File: src/rtl/led_pattern_sequencer.sv
// rtl/led_pattern_sequencer.sv - step timing and mode control for the 8-LED running light
module led_pattern_sequencer #(
    parameter int TICK_DIV = 100000,
    parameter int DWELL_MS = 2000,
    parameter int AUTO_ADV = 1
) (
    input  logic       clk,
    input  logic       rst_n,
    input  logic       en,
    input  logic       next_pulse,
    input  logic       pause_pulse,
    input  logic [2:0] speed_sel,
    output logic [7:0] led,
    output logic [1:0] mode,
    output logic       paused,
    output logic       step_tick
);

    typedef enum logic [1:0] {
        M_LEFT   = 2'd0,
        M_RIGHT  = 2'd1,
        M_BOUNCE = 2'd2,
        M_BLINK  = 2'd3
    } mode_t;

    localparam logic [31:0] PRE_MAX   = 32'(TICK_DIV - 1);
    localparam logic [31:0] DWELL_MAX = 32'(DWELL_MS - 1);

    mode_t       state;
    mode_t       state_next;
    logic [31:0] pre_cnt;
    logic [9:0]  step_cnt;
    logic [31:0] dwell_cnt;
    logic        dir_up;
    logic        en_q;

    logic        run;
    logic        ms_tick;
    logic [9:0]  period;
    logic        step_due;
    logic        dwell_due;
    logic        advance;
    logic        reload;
    logic [7:0]  led_step;
    logic        dir_step;

    function automatic logic [9:0] step_period(input logic [2:0] sel);
        case (sel)
            3'd0:    step_period = 10'd10;
            3'd1:    step_period = 10'd20;
            3'd2:    step_period = 10'd40;
            3'd3:    step_period = 10'd100;
            3'd4:    step_period = 10'd200;
            default: step_period = 10'd500;
        endcase
    endfunction

    function automatic logic [7:0] entry_pattern(input mode_t m);
        case (m)
            M_LEFT:   entry_pattern = 8'h01;
            M_RIGHT:  entry_pattern = 8'h80;
            M_BOUNCE: entry_pattern = 8'h01;
            default:  entry_pattern = 8'hFF;
        endcase
    endfunction

    // Event decode: timers only run while enabled and not paused; a pending
    // advance always takes priority over a step falling on the same cycle.
    always_comb begin
        run       = en && !paused;
        ms_tick   = run && (pre_cnt == PRE_MAX);
        period    = step_period(speed_sel);
        step_due  = ms_tick && (step_cnt >= period - 10'd1);
        dwell_due = (AUTO_ADV != 0) && ms_tick && (dwell_cnt >= DWELL_MAX);
        advance   = en && (next_pulse || dwell_due);
        reload    = en && !en_q;
    end

    // Next LED pattern for one step in the current mode.
    always_comb begin
        led_step = led;
        dir_step = dir_up;
        case (state)
            M_LEFT:  led_step = {led[6:0], led[7]};
            M_RIGHT: led_step = {led[0], led[7:1]};
            M_BOUNCE: begin
                if (led == 8'h80) begin
                    led_step = 8'h40;
                    dir_step = 1'b0;
                end else if (led == 8'h01) begin
                    led_step = 8'h02;
                    dir_step = 1'b1;
                end else if (dir_up) begin
                    led_step = led << 1;
                end else begin
                    led_step = led >> 1;
                end
            end
            default: led_step = ~led;
        endcase
    end

    // Mode FSM next state: wraps LEFT -> RIGHT -> BOUNCE -> BLINK -> LEFT.
    always_comb begin
        state_next = state;
        if (advance) begin
            state_next = mode_t'(state + 2'd1);
        end
    end

    // Mode register.
    always_ff @(posedge clk or negedge rst_n) begin
        if (!rst_n) begin
            state <= M_LEFT;
        end else begin
            state <= state_next;
        end
    end

    // Prescaler, step and dwell timers; all cleared on disable or advance.
    always_ff @(posedge clk or negedge rst_n) begin
        if (!rst_n) begin
            pre_cnt   <= '0;
            step_cnt  <= '0;
            dwell_cnt <= '0;
        end else if (!en || advance || reload) begin
            pre_cnt   <= '0;
            step_cnt  <= '0;
            dwell_cnt <= '0;
        end else if (run) begin
            pre_cnt <= ms_tick ? 32'd0 : pre_cnt + 32'd1;
            if (ms_tick) begin
                step_cnt <= step_due ? 10'd0 : step_cnt + 10'd1;
                if (dwell_cnt < DWELL_MAX) begin
                    dwell_cnt <= dwell_cnt + 32'd1;
                end
            end
        end
    end

    // LED pattern, bounce direction, pause flag and step strobe.
    always_ff @(posedge clk or negedge rst_n) begin
        if (!rst_n) begin
            led       <= 8'h01;
            dir_up    <= 1'b1;
            paused    <= 1'b0;
            step_tick <= 1'b0;
            en_q      <= 1'b1;
        end else begin
            en_q      <= en;
            step_tick <= 1'b0;
            if (!en) begin
                led <= 8'h00;
            end else begin
                if (pause_pulse) begin
                    paused <= ~paused;
                end
                if (advance) begin
                    led    <= entry_pattern(state_next);
                    dir_up <= 1'b1;
                end else if (reload) begin
                    led    <= entry_pattern(state);
                    dir_up <= 1'b1;
                end else if (step_due) begin
                    led       <= led_step;
                    dir_up    <= dir_step;
                    step_tick <= 1'b1;
                end
            end
        end
    end

    assign mode = state;

endmodule

File: config.mk
export PLATFORM = sky130hd
export DESIGN_NAME = led_pattern_sequencer
export DESIGN_NICKNAME = d
export VERILOG_FILES = /design/src/rtl/led_pattern_sequencer.sv
export SDC_FILE = /design/constraint.sdc
export NUM_CORES = 1
export LEC_CHECK = 0
export CAP_MARGIN = 20
export CORE_MARGIN = 8
export CORE_UTILIZATION = 35
export CTS_BUF_LIST = sky130_fd_sc_hd__clkbuf_2
export DETAILED_ROUTE_END_ITERATION = 6
export GPL_TIMING_DRIVEN = 0
export MAX_ROUTING_LAYER = met4
export PLACE_DENSITY = 0.49
export SYNTH_ARGS = -nofsm -noshare
export SYNTH_HDL_FRONTEND = slang
export SYNTH_SLANG_ARGS = --single-unit
File: constraint.sdc
create_clock -name clk -period 2.8 [get_ports clk]
set_input_delay 0.28 -clock clk [delete_from_list [all_inputs] [get_ports clk]]
set_output_delay 0.28 -clock clk [all_outputs]
set_load 0.01 [all_outputs]
; ---- After elaboration in Yosys (flattened, before gate mapping)
; Index checks and enable logic that the tools add are counted.
[totals]
ff_bits = 88
wordCells = 91
[op_classes]
add_sub_neg = 5
order_cmp = 3
eq_ne = 12
n_mux = 33
bitwise = 2
n_reduce_logical = 27
[op_table]
columns = operator, count
row1 = 32-bit 2-to-1 mux, 7
row2 = "32-bit by 1-bit adder with 32-bit output, second input constant", 2
row3 = 8-bit 2-to-1 mux, 7
row4 = 9-bit one-hot mux with 5 select lines, 1
row5 = 10-bit 2-to-1 mux, 4
row6 = "32-bit by 17-bit == test with 1-bit output, second input constant", 1
row7 = "32-bit by 11-bit >= comparator with 1-bit output, second input constant", 1
row8 = "32-bit by 11-bit < comparator with 1-bit output, second input constant", 1
row9 = 8-bit one-hot mux with 2 select lines, 2
row10 = 8-bit one-hot mux with 3 select lines, 1
row11 = "10-bit by 1-bit adder with 10-bit output, second input constant", 1
row12 = 10-bit >= comparator, 1
row13 = 1-bit 2-to-1 mux, 10
row14 = "10-bit by 1-bit subtractor with 10-bit output, second input constant", 1
row15 = "8-bit by 1-bit == test with 1-bit output, second input constant", 1
row16 = "8-bit == test, second input constant", 1
row17 = 8-bit inverter, 1
row18 = "3-bit by 2-bit == test with 1-bit output, second input constant", 2
row19 = 1-bit logical AND, 6
row20 = 2-bit nonzero test, 3
row21 = 3-bit nonzero test, 2
row22 = "2-bit by 1-bit == test with 1-bit output, second input constant", 2
row23 = "2-bit == test, second input constant", 2
row24 = 2-bit zero test, 2
row25 = other kinds (14), 20

; ---- Logic depth before layout (Yosys ltp)
; Gate-level depths: netlist (run 1).
[depth]
word_depth = 12
ltp_mapped = 13

; ---- Worst setup path before layout (run 1)
; Ideal clock, no wire load.
[synth_timing]
kind = in2reg
from = input speed_sel[2]
to = register led[0]
setup_time_ns = 0.077
arrival_ns = 2.437
slack_ns = 0.285
cell_stages = 12
n_path_buf = 2
path_cell_list = or3_1 -> ha_1 -> xnor2_1 -> ha_1 -> nor3_1 -> o21ai_0 -> a21oi_1 -> nor3b_4 -> or2_1 -> buf_2 -> buf_4 -> o22ai_1
[synth_via]
elab_chain_len = 6
word_cells_on_any_way = 10
cone_classes = add/sub (1) / order compare (1) / eq/ne (5) / mux (1) / reduce/logical (2)
[synth_rtl]
columns = item, line
row1 = from (decl), 12  ; input logic [2:0] speed_sel,
row2 = 3-bit == test (tied with other cells), 48  ; case (sel)
row3 = 9-bit one-hot mux with 5 select lines (*), 48
row4 = 10-bit by 1-bit subtractor with 10-bit output (*), 73  ; step_due = ms_tick && (step_cnt >= period - 10'd1);
row5 = 10-bit >= comparator (*), 73
row6 = 1-bit logical AND (*), 73
row7 = 4-bit by 1-bit != test with 1-bit output (no source line) (*), --
row8 = to (signal assigned), 159  ; led <= entry_pattern(state_next);
row9 = to (signal assigned), 162  ; led <= entry_pattern(state);
row10 = to (signal assigned), 165  ; led <= led_step;
row11 = to (decl), 13  ; output logic [7:0] led,
; Every way passes the cells marked *; elsewhere a longest branch is shown, timed or not.
; A chain may end at the register's enable or synchronous reset.

; ---- Worst setup path in the final report (run 1)
[layout_timing]
from = input speed_sel[2]
to = register step_cnt[0]
[layout_via]
elab_chain_len = 9
word_cells_on_any_way = 13
cone_classes = add/sub (1) / order compare (1) / eq/ne (4) / mux (5) / reduce/logical (2)
[layout_rtl]
columns = item, line
row1 = 3-bit == test (tied with other cells), 48
row2 = 9-bit one-hot mux with 5 select lines (*), 48
row3 = 10-bit by 1-bit subtractor with 10-bit output (*), 73
row4 = 10-bit >= comparator (*), 73
row5 = 1-bit logical AND (*), 73
row6 = 10-bit 2-to-1 mux (*), 133  ; step_cnt <= step_due ? 10'd0 : step_cnt + 10'd1;
row7 = 10-bit 2-to-1 mux (*), 132  ; if (ms_tick) begin
row8 = 10-bit 2-to-1 mux (*), 130  ; end else if (run) begin
row9 = 10-bit 2-to-1 mux (*), 126  ; end else if (!en || advance || reload) begin
row10 = to (signal assigned), 133
row11 = to (decl), 32  ; logic [9:0] step_cnt;
; Every way passes the cells marked *; elsewhere a longest branch is shown, timed or not. The select of a mux whose other input is x is not followed.

==> results.md, run 1 <==
Floorplanning:
- The number of rows created at floorplan is 44.
- The die covers 0.0190 sq mm.
- The floorplan step set the die width to 138 um.
- The die span in y is 138 um.
- The initial utilization of the core area, before any placement, comes to 0.358.
- 20 I/O pins were placed.
- The standard cell core area is 0.0145 sq mm.

Timing:
- The hold violation count in the final report is 0.
- Setup violations remaining at the end of the flow were counted as 0.
- Based on the critical path, the design can be clocked at up to 0.377 GHz.
- In this run the tightest slew margin relative to its limit is 0.507.
- Across the routed clock network, the largest skew measured is 0.0246 ns.
- The number of max-slew violations in the final report is 0.
- The smallest clock period supported by the final layout is computed as 2.65 ns.
- For the pin with the worst max-slew slack, the measured transition is 0.732 ns.
- Of the available clock period, the critical path in the final layout requires 0.948.

Global routing:
- The initial antenna violation count came to 0.
- The total global-route track usage is 0.158.
- The residual overflow from global routing is 0.
- The pin count of the biggest net entering global routing is 58.
- The first global-routing pass estimated 23300 um of wire.
- The number of global-route vias before repair is 4561.

Synth:
- The netlist uses 60 different library cells.
- The number of enable flip-flop cells after synthesis is 0.
- Dividing the synthesized area by the synthesized cell count gives 8.99 sq um.
- The number of nets produced by synthesis is 604.
- Of the synthesized area, sequential elements account for 0.425.
- Synthesis handed over a netlist of 577 instances.
- The most used flip-flop cell after synthesis is sky130_fd_sc_hd__dfrtp_1.
- In this run, synthesis produced a sequential element count of 88.
- After synthesis the cells add up to 0.00518 sq mm.
- The proportion of synthesized flip-flops having asynchronous set or reset is 1.00.
- The count of yosys warnings during synthesis is 0.

Layout:
- Compared with the post-synthesis result, the final layout area differs by 11.8%.
- The non-filler instance count after layout is 798.
- At the end of the flow, the number of nets in the layout was 639.
- The antenna diode instance count is 0.
- Of the cells placed in the final design, the portion with a size suffix greater than 1 is 0.0798.
- Fill cells in the final layout number 1476.
- The core occupancy in the finished layout is 0.400.

Clock tree:
- Clock tree synthesis selected as its root buffer the cell sky130_fd_sc_hd__clkbuf_2.
- At the later pin of the worst-skew pair, clock insertion delay measures 0.58 ns.
- The clock slew seen by the registers of the worst setup and hold paths is 0.24 ns.
- No sink is reached through more buffers than the 2 on the longest clock path.
- CTS saw 88 sinks.
- The number of levels the H-tree was split into is 3.
- TritonCTS built the clock tree.
- The number of clock buffers added by TritonCTS is 9.

Power:
- The total power per unit cell area is 460 mW/mm^2.
- The total power is 2.67 mW.
- The static leakage power is 2.31 nW.
- The switching share of power is 0.351.
- The cell internal power dissipation is 1.73 mW.
- The worst-case vdd ir drop is 0.259 mV.
- Of the total power, the clock network draws 0.200.
- The power dissipated by switching net loads is 0.937 mW.
- Of the total power, combinational logic draws 0.268.
- The sequential fraction of design power is 0.532.

Detailed routing:
- The initial detailed-routing violation count is 364.
- The detailed-route wire length per cell is 17.5 um.
- Before antenna repair, the detailed router went through 5 iterations.
- The routed layout has 4640 vias.
- Summed over all layers, the routed wires come to 13900 um.
- After detailed routing, the number of remaining DRC violations is 0.
- Dividing the detail-routed via count by the number of cells gives 5.81.
- The post-route antenna net violation count is 0.

Worst setup path:
- The worst setup path category is in2reg.
- The critical path data arrival time is 3.18 ns.
- The required time of the critical path is 3.32 ns.
- The launching element type of the critical path is an input pin.
- The worst setup path is captured at a register.
- Along the worst path, the maximum fanout reaches 7.

Placement:
- The final estimated routing congestion in global placement is 0.820.
- Counting tap cells, the placed design contains a total of 781 instances.
- Input and output buffers added on the ports amount to 19.
- The detailed placement HPWL is 9830 um.

Run:
- The tool flagged a number of max-cap violations equal to 0.

Run status:
- The run finished with clean final reports.

Hold path:
- The path class of the tightest hold or removal check is in2async.
[what timing repair did]
| action | in CTS | in global routing |
|---|---|---|
| setup endpoints to repair | 78 | 79 |
| resized for setup | 6 | 19 |
| hold buffers | 1 | 0 |
| pin swaps | 1 | 1 |
| buffers inserted | 2 | 1 |
| hold endpoints to repair | 46 | 0 |
[cell families after synthesis]
| family | count (synthesis) | share of synthesized area |
|---|---|---|
| simple gates | 235 | 0.250 |
| flops | 88 | 0.425 |
| other cells | 1 | 0.000723 |
| compound gates | 167 | 0.206 |
| buf+inv | 47 | 0.0374 |
| xor+xnor | 18 | 0.0304 |
| mux | 2 | 0.00386 |
| fa+ha+maj | 19 | 0.0458 |
[placed cells by master (no fill, tap or decap), types with 6 or more instances in the layout]
| cell type | synthesis | layout |
|---|---|---|
| sky130_fd_sc_hd__clkdlybuf4s50_1 | 0 | 18 |
| sky130_fd_sc_hd__nor4_1 | 10 | 10 |
| sky130_fd_sc_hd__a21oi_1 | 54 | 53 |
| sky130_fd_sc_hd__and2_1 | 6 | 6 |
| sky130_fd_sc_hd__nor2_1 | 53 | 53 |
| sky130_fd_sc_hd__xor2_1 | 10 | 10 |
| sky130_fd_sc_hd__inv_1 | 16 | 16 |
| sky130_fd_sc_hd__nand2_1 | 38 | 38 |
| sky130_fd_sc_hd__dfrtp_1 | 85 | 82 |
| sky130_fd_sc_hd__o31ai_1 | 6 | 6 |
| sky130_fd_sc_hd__clkbuf_2 | 0 | 16 |
| sky130_fd_sc_hd__clkbuf_1 | 24 | 17 |
| sky130_fd_sc_hd__and4_1 | 9 | 8 |
| sky130_fd_sc_hd__a31oi_1 | 7 | 7 |
| sky130_fd_sc_hd__or4_1 | 6 | 6 |
| sky130_fd_sc_hd__xnor2_1 | 8 | 8 |
| sky130_fd_sc_hd__buf_2 | 5 | 6 |
| sky130_fd_sc_hd__nand4_1 | 20 | 20 |
| sky130_fd_sc_hd__nand3_1 | 22 | 22 |
| sky130_fd_sc_hd__a211oi_1 | 9 | 9 |
| sky130_fd_sc_hd__o22a_1 | 6 | 6 |
| sky130_fd_sc_hd__ha_1 | 19 | 18 |
| sky130_fd_sc_hd__o21ai_0 | 42 | 41 |
| sky130_fd_sc_hd__and3_1 | 14 | 14 |
| sky130_fd_sc_hd__or3_1 | 29 | 29 |
| sky130_fd_sc_hd__nor3_1 | 9 | 7 |
| sky130_fd_sc_hd__a41oi_1 | 8 | 8 |
[registers in the layout, indices dropped and copies added, names as in the netlist]
name / flops
step_cnt: 10
en_q: 1
dwell_cnt: 32
led: 8
mode: 2
dir_up: 1
step_tick: 1
pre_cnt: 32
paused: 1
[power by group through the flow]
| stage | clock network, mW | logic (mW) | registers [mW] |
|---|---|---|---|
| 2_1_floorplan | 0 | 0.413 | 1.44 |
| 3_3_place_gp | 0 | 0.697 | 1.43 |
| 3_5_place_dp | 0 | 0.699 | 1.44 |
| 4_1_cts | 0.571 | 0.711 | 1.42 |
| 5_1_grt | 0.609 | 0.801 | 1.43 |
| 6_report | 0.533 | 0.715 | 1.42 |
[metrics by stage]
step | setup WS (ns) | setup TNS [ns] | hold slack (ns) | instance area, sq um
2_1_floorplan | 0.285 | 0 | -0.0156 | 5180
3_3_place_gp | -2.03 | -204.52 | 0.499 | 5610
3_5_place_dp | -0.650 | -32.96 | 0.261 | 5630
4_1_cts | 0.0121 | 0 | 0.0985 | 5730
5_1_grt | -0.00195 | -0.00195 | 0.115 | 5800
6_report | 0.146 | 0 | 0.140 | 5800
[Yosys cell counts (4+ instances only)]
| cell | number | area, sq um |
|---|---|---|
| sky130_fd_sc_hd__a211oi_1 | 9 | 67.6 |
| sky130_fd_sc_hd__xnor2_1 | 8 | 70.1 |
| sky130_fd_sc_hd__and3_1 | 14 | 87.6 |
| sky130_fd_sc_hd__ha_1 | 19 | 238 |
| sky130_fd_sc_hd__o22a_1 | 6 | 52.6 |
| sky130_fd_sc_hd__nor4_1 | 10 | 62.6 |
| sky130_fd_sc_hd__nand4_1 | 20 | 125 |
| sky130_fd_sc_hd__a21oi_1 | 54 | 270 |
| sky130_fd_sc_hd__xor2_1 | 10 | 87.6 |
| sky130_fd_sc_hd__nor3_1 | 9 | 45.0 |
| sky130_fd_sc_hd__nor2_1 | 53 | 199 |
| sky130_fd_sc_hd__inv_1 | 16 | 60.1 |
| sky130_fd_sc_hd__and4_1 | 9 | 78.8 |
| sky130_fd_sc_hd__a21o_1 | 5 | 37.5 |
| sky130_fd_sc_hd__a41oi_1 | 8 | 70.1 |
| sky130_fd_sc_hd__nand2_1 | 38 | 143 |
| sky130_fd_sc_hd__or4_1 | 6 | 45.0 |
| sky130_fd_sc_hd__and2_1 | 6 | 37.5 |
| sky130_fd_sc_hd__a311oi_1 | 5 | 43.8 |
| sky130_fd_sc_hd__buf_2 | 5 | 25.0 |
| sky130_fd_sc_hd__nand3_1 | 22 | 110 |
| sky130_fd_sc_hd__o31ai_1 | 6 | 45.0 |
| sky130_fd_sc_hd__or3_1 | 29 | 181 |
| sky130_fd_sc_hd__dfrtp_1 | 85 | 2130 |
| sky130_fd_sc_hd__clkbuf_1 | 24 | 90.1 |
| sky130_fd_sc_hd__o21ai_0 | 42 | 210 |
| sky130_fd_sc_hd__o2111ai_1 | 4 | 35.0 |
| sky130_fd_sc_hd__a31oi_1 | 7 | 43.8 |
[layout make-up]
| type | instances | area [sq um] | area share |
|---|---|---|---|
| plain buffers | 31 | 143 | 0.0246 |
| clock buffers | 10 | 50.0 | 0.00864 |
| clock inverters | 3 | 12.5 | 0.00216 |
| inverters | 16 | 60.1 | 0.0104 |
| multi-input cells | 442 | 2840 | 0.491 |
| flip-flops and latches | 88 | 2210 | 0.381 |
| well taps | 184 | 230 | 0.0397 |
| repair buffers | 24 | 248 | 0.0427 |
[critical path, stage by stage]
cell                              delay [ns]
sky130_fd_sc_hd__clkdlybuf4s50_1        0.50
sky130_fd_sc_hd__or3_1                  0.42
sky130_fd_sc_hd__ha_1                   0.22
sky130_fd_sc_hd__nand2_1                0.07
sky130_fd_sc_hd__a22oi_1                0.07
sky130_fd_sc_hd__ha_1                   0.21
sky130_fd_sc_hd__nor3_1                 0.15
sky130_fd_sc_hd__o21ai_0                0.14
sky130_fd_sc_hd__a21oi_2                0.27
sky130_fd_sc_hd__nor3b_4                0.08
sky130_fd_sc_hd__buf_4                  0.17
sky130_fd_sc_hd__or3b_2                 0.44
sky130_fd_sc_hd__a21oi_1                0.15
[metal layers]
metal,routed length [um],global-route usage,vias up
met5,0,-,-
met4,199,0.0507,0
met3,534,0.0284,20
met1,6410,0.199,2290
li1,-,-,2239
met2,6800,0.254,91
[path summary, 6_finish.rpt]
check,startpoint,to,slack [ns],cells past startpoint
worst min register to register,dwell_cnt[17],dwell_cnt[17],0.56,2
worst min-delay path,rst_n,led[7],0.14,2
worst max-delay path,speed_sel[2],step_cnt[0],0.15,13
max in group asynchronous,rst_n,pre_cnt[24],1.98,3
min in group clk,pause_pulse,paused,0.24,3
worst max register to register,pre_cnt[24],led[7],0.17,10
(Power assumes the default switching activity.)
==> inputs of run 2 (changes only) <==
--- a/config.mk
+++ b/config.mk
@@ -11,8 +11,10 @@
 export CTS_BUF_LIST = sky130_fd_sc_hd__clkbuf_2
 export DETAILED_ROUTE_END_ITERATION = 6
 export GPL_TIMING_DRIVEN = 0
+export HOLD_SLACK_MARGIN = 0.02
 export MAX_ROUTING_LAYER = met4
 export PLACE_DENSITY = 0.49
+export SETUP_SLACK_MARGIN = 0.1
 export SYNTH_ARGS = -nofsm -noshare
 export SYNTH_HDL_FRONTEND = slang
 export SYNTH_SLANG_ARGS = --single-unit
==> results.md, run 2 (synthesis gave the netlist of run 1 again) <==
Clock tree:
- The clock slew seen by the registers of the worst setup and hold paths is 0.25 ns (about the same).
- The deepest clock path buffer count came to 2 (unchanged).
- The number of levels the H-tree was split into is 3 (unchanged).
- The insertion delay to the later sink of the worst-skew pair is 0.59 ns (about the same).
- The count of clock tree sinks is 88 (unchanged).
- The TritonCTS clock tree is built.
- The buffer cell driving the clock tree root is sky130_fd_sc_hd__clkbuf_2.
- The number of buffers created by CTS came to 9 (unchanged).

Power:
- The total power per unit cell area was 457 mW/mm^2 (-0.75%).
- The static leakage power was 2.36 nW (+2.1%).
- The worst-case vdd ir drop is 0.265 mV (+2.0%).

Detailed routing:
- The post-detailed-route via-to-cell ratio is 5.83 (+0.31%).
- The detailed-route via count is 4666 (+0.56%).
- The post-route DRC violation count is 0 (unchanged).
- The initial detailed-routing violation count is 273 (-25%).
- The routed wire length is 14000 um (+0.56%).
- The post-route antenna net violation count is 0 (unchanged).
- The first-pass iteration count of the detailed router came to 4 (-1).
- The detailed-route wire length per cell was 17.5 um (+0.31%).

Layout:
- The antenna diode instance count is 0 (unchanged).
- The flip-flop and latch area is 0.00221 sq mm (unchanged).
- The core occupancy in the finished layout was 0.404 (+0.00337).
- The area of the multi-input gates is 0.00286 sq mm (+0.57%).
- The layout cell share with drive strength beyond 1 is 0.0925 (+0.0127).
- The final net count is 641 (+0.31%).
- The library cell used most frequently in the layout, excluding fill and tap cells, is sky130_fd_sc_hd__dfrtp_1.
- The largest registers in the layout are dwell_cnt x32, pre_cnt x32, step_cnt x10.
- The library cells used most frequently in the layout, excluding fill and tap cells, are 82 x sky130_fd_sc_hd__dfrtp_1, 53 x sky130_fd_sc_hd__nor2_1, 53 x sky130_fd_sc_hd__a21oi_1.
- The fill cell instance count of the final layout is 1474 (-0.14%).
- Compared with the post-synthesis result, the final layout area differs by 12.7%.

Timing:
- The transition time at the pin with the least slew margin was 0.751 ns (+0.0189 ns).
- The total negative setup slack was 0 ns (unchanged).
- The final-report setup violation count is 0 (unchanged).
- The clock skew after layout came to 0.0313 ns (+0.00665 ns).
- Setup repair after global routing left no endpoint under its margin.
- The hold violation count in the final report is 0 (unchanged).
- The final cycle utilization of the critical path was 0.922 (-0.0256).
- The final critical path time including I/O delays and setup came to 2.58 ns (-0.0717 ns).
- The maximum operating frequency came to 0.387 GHz (+2.8%).
- The max-slew headroom at the worst pin is 0.494 (-0.0128).
- The worst hold-check slack is 0.131 ns (-0.00856 ns).
- The number of max-slew violations in the final report was 0 (unchanged).

Worst setup path:
- The cell family contributing the most delay on the critical path is simple AND/OR/NAND/NOR gates.
- The register-to-register setup slack is 0.22 ns (+0.05 ns).
- The required time of the critical path came to 3.32 ns (about the same).
- The largest fanout on the critical path came to 10 (+3).
- The critical path data arrival time is 3.10 ns (-0.08 ns).
- Walking the worst path, the cells encountered are or4_4 -> nor4_4 -> buf_4 -> nand3_4 -> o211a_4 -> buf_6 -> or4_1 -> a21oi_1.
- The critical path buffer and inverter count is 2 (unchanged).
- The biggest cell delay along the critical path came to 0.56 ns (+0.06 ns).
- The master of the slowest instance on the critical path is sky130_fd_sc_hd__or4_4.
- By startpoint and endpoint, the worst setup path is classified as reg2reg.
- STA classifies the critical path endpoint as a register.
- The launching element type of the critical path is a register.

Global routing:
- The pin count of the biggest net entering global routing came to 58 (unchanged).
- The residual overflow from global routing came to 0 (unchanged).
- The global-route wire length before repair is 23400 um (+0.12%).
- The total global-route track usage is 0.158 (+0.000158).
- The initial antenna violation count came to 0 (unchanged).
- The number of global-route vias before repair came to 4570 (+0.20%).

Floorplanning:
- The area of the die is 0.0190 sq mm (unchanged).
- The starting density of the core is 0.358 (unchanged).
- The top-level I/O count is 20 (unchanged).
- The number of rows created at floorplan was 44 (unchanged).
- The die span in y is 138 um (unchanged).
- The chip width was 138 um (unchanged).
- The standard cell core area is 0.0145 sq mm (unchanged).

Run:
- The number of max-cap violations is 0 (unchanged).

Placement:
- The detailed placement HPWL is 9830 um (unchanged).
- The final estimated routing congestion in global placement came to 0.820 (unchanged).
- The count of port buffers added during placement was 19 (unchanged).

Run status:
- The flow ran to the end, and the final reports show no timing, DRC or antenna violations.

Hold path:
- The worst hold path belongs to the class in2async.
run 2: changes by cell type in the layout (fill, tap and decap cells not counted), moves of 2 or more:
cell,delta
sky130_fd_sc_hd__clkbuf_1,-3
sky130_fd_sc_hd__dlymetal6s2s_1,+3
sky130_fd_sc_hd__nor4_2,+2
sky130_fd_sc_hd__nor4_1,-2
sky130_fd_sc_hd__clkbuf_2,+3
sky130_fd_sc_hd__clkdlybuf4s50_1,-3
run 2: metal layers:
metal  up-vias  share of wire  global-route usage
met4         0          0.014              0.0507
met3        20          0.033              0.0284
met5         -              0                   -
met1      2323           0.47               0.199
met2        82           0.49               0.254
li1       2241              -                   -
run 2: what timing repair did:
item,CTS,global route
hold buffers,1,0
gates resized for setup,9,29
endpoints found under the hold margin,77,0
setup buffers,2,3
setup endpoints to repair,79,74
pin swaps,1,2
run 2: layout make-up:
| class | count | area share |
|---|---|---|
| Buffer | 31 | 0.0261 |
| Clock buffer | 10 | 0.00856 |
| Clock inverter | 3 | 0.00214 |
| Inverter | 16 | 0.0103 |
| Multi-Input combinational cell | 442 | 0.489 |
| Sequential cell | 88 | 0.378 |
| Tap cell | 184 | 0.0394 |
| Timing Repair Buffer | 26 | 0.0462 |
run 2: power by group:
group | switching, mW | internal, mW | total (mW) | leakage (nW)
combinational | 0.408 | 0.306 | 0.714 | 1.11
clock | 0.437 | 0.0994 | 0.536 | 0.0486
sequential | 0.0939 | 1.33 | 1.42 | 1.20
run 2: worst paths after layout:
path                               startpoint             to  cells past startpoint
worst max-delay path              pre_cnt[24]     pre_cnt[5]                      8
worst min-delay path                    rst_n         led[7]                      2
worst max register to register    pre_cnt[24]     pre_cnt[5]                      8
worst min register to register  dwell_cnt[17]  dwell_cnt[17]                      2
max in group asynchronous               rst_n    pre_cnt[24]                      3
min in group clk                  pause_pulse         paused                      3
run 2: worst register-to-register path, stage by stage, from the launching register on:
cell,delay (ns)
sky130_fd_sc_hd__dfrtp_2,0.49
sky130_fd_sc_hd__or4_4,0.56
sky130_fd_sc_hd__nor4_4,0.13
sky130_fd_sc_hd__buf_4,0.17
sky130_fd_sc_hd__nand3_4,0.11
sky130_fd_sc_hd__o211a_4,0.32
sky130_fd_sc_hd__buf_6,0.15
sky130_fd_sc_hd__or4_1,0.47
sky130_fd_sc_hd__a21oi_1,0.15
run 2: through the flow:
step | instance area (sq um) | power, mW | instances | setup slack (ns)
6_report | 5840 | 2.67 | 800 | 0.217
2_1_floorplan | 5180 | 1.85 | 577 | 0.285
4_1_cts | 5740 | 2.70 | 797 | 0.0838
5_1_grt | 5840 | 2.85 | 800 | 0.0948
3_3_place_gp | 5610 | 2.13 | 780 | -2.03
3_5_place_dp | 5630 | 2.14 | 781 | -0.650
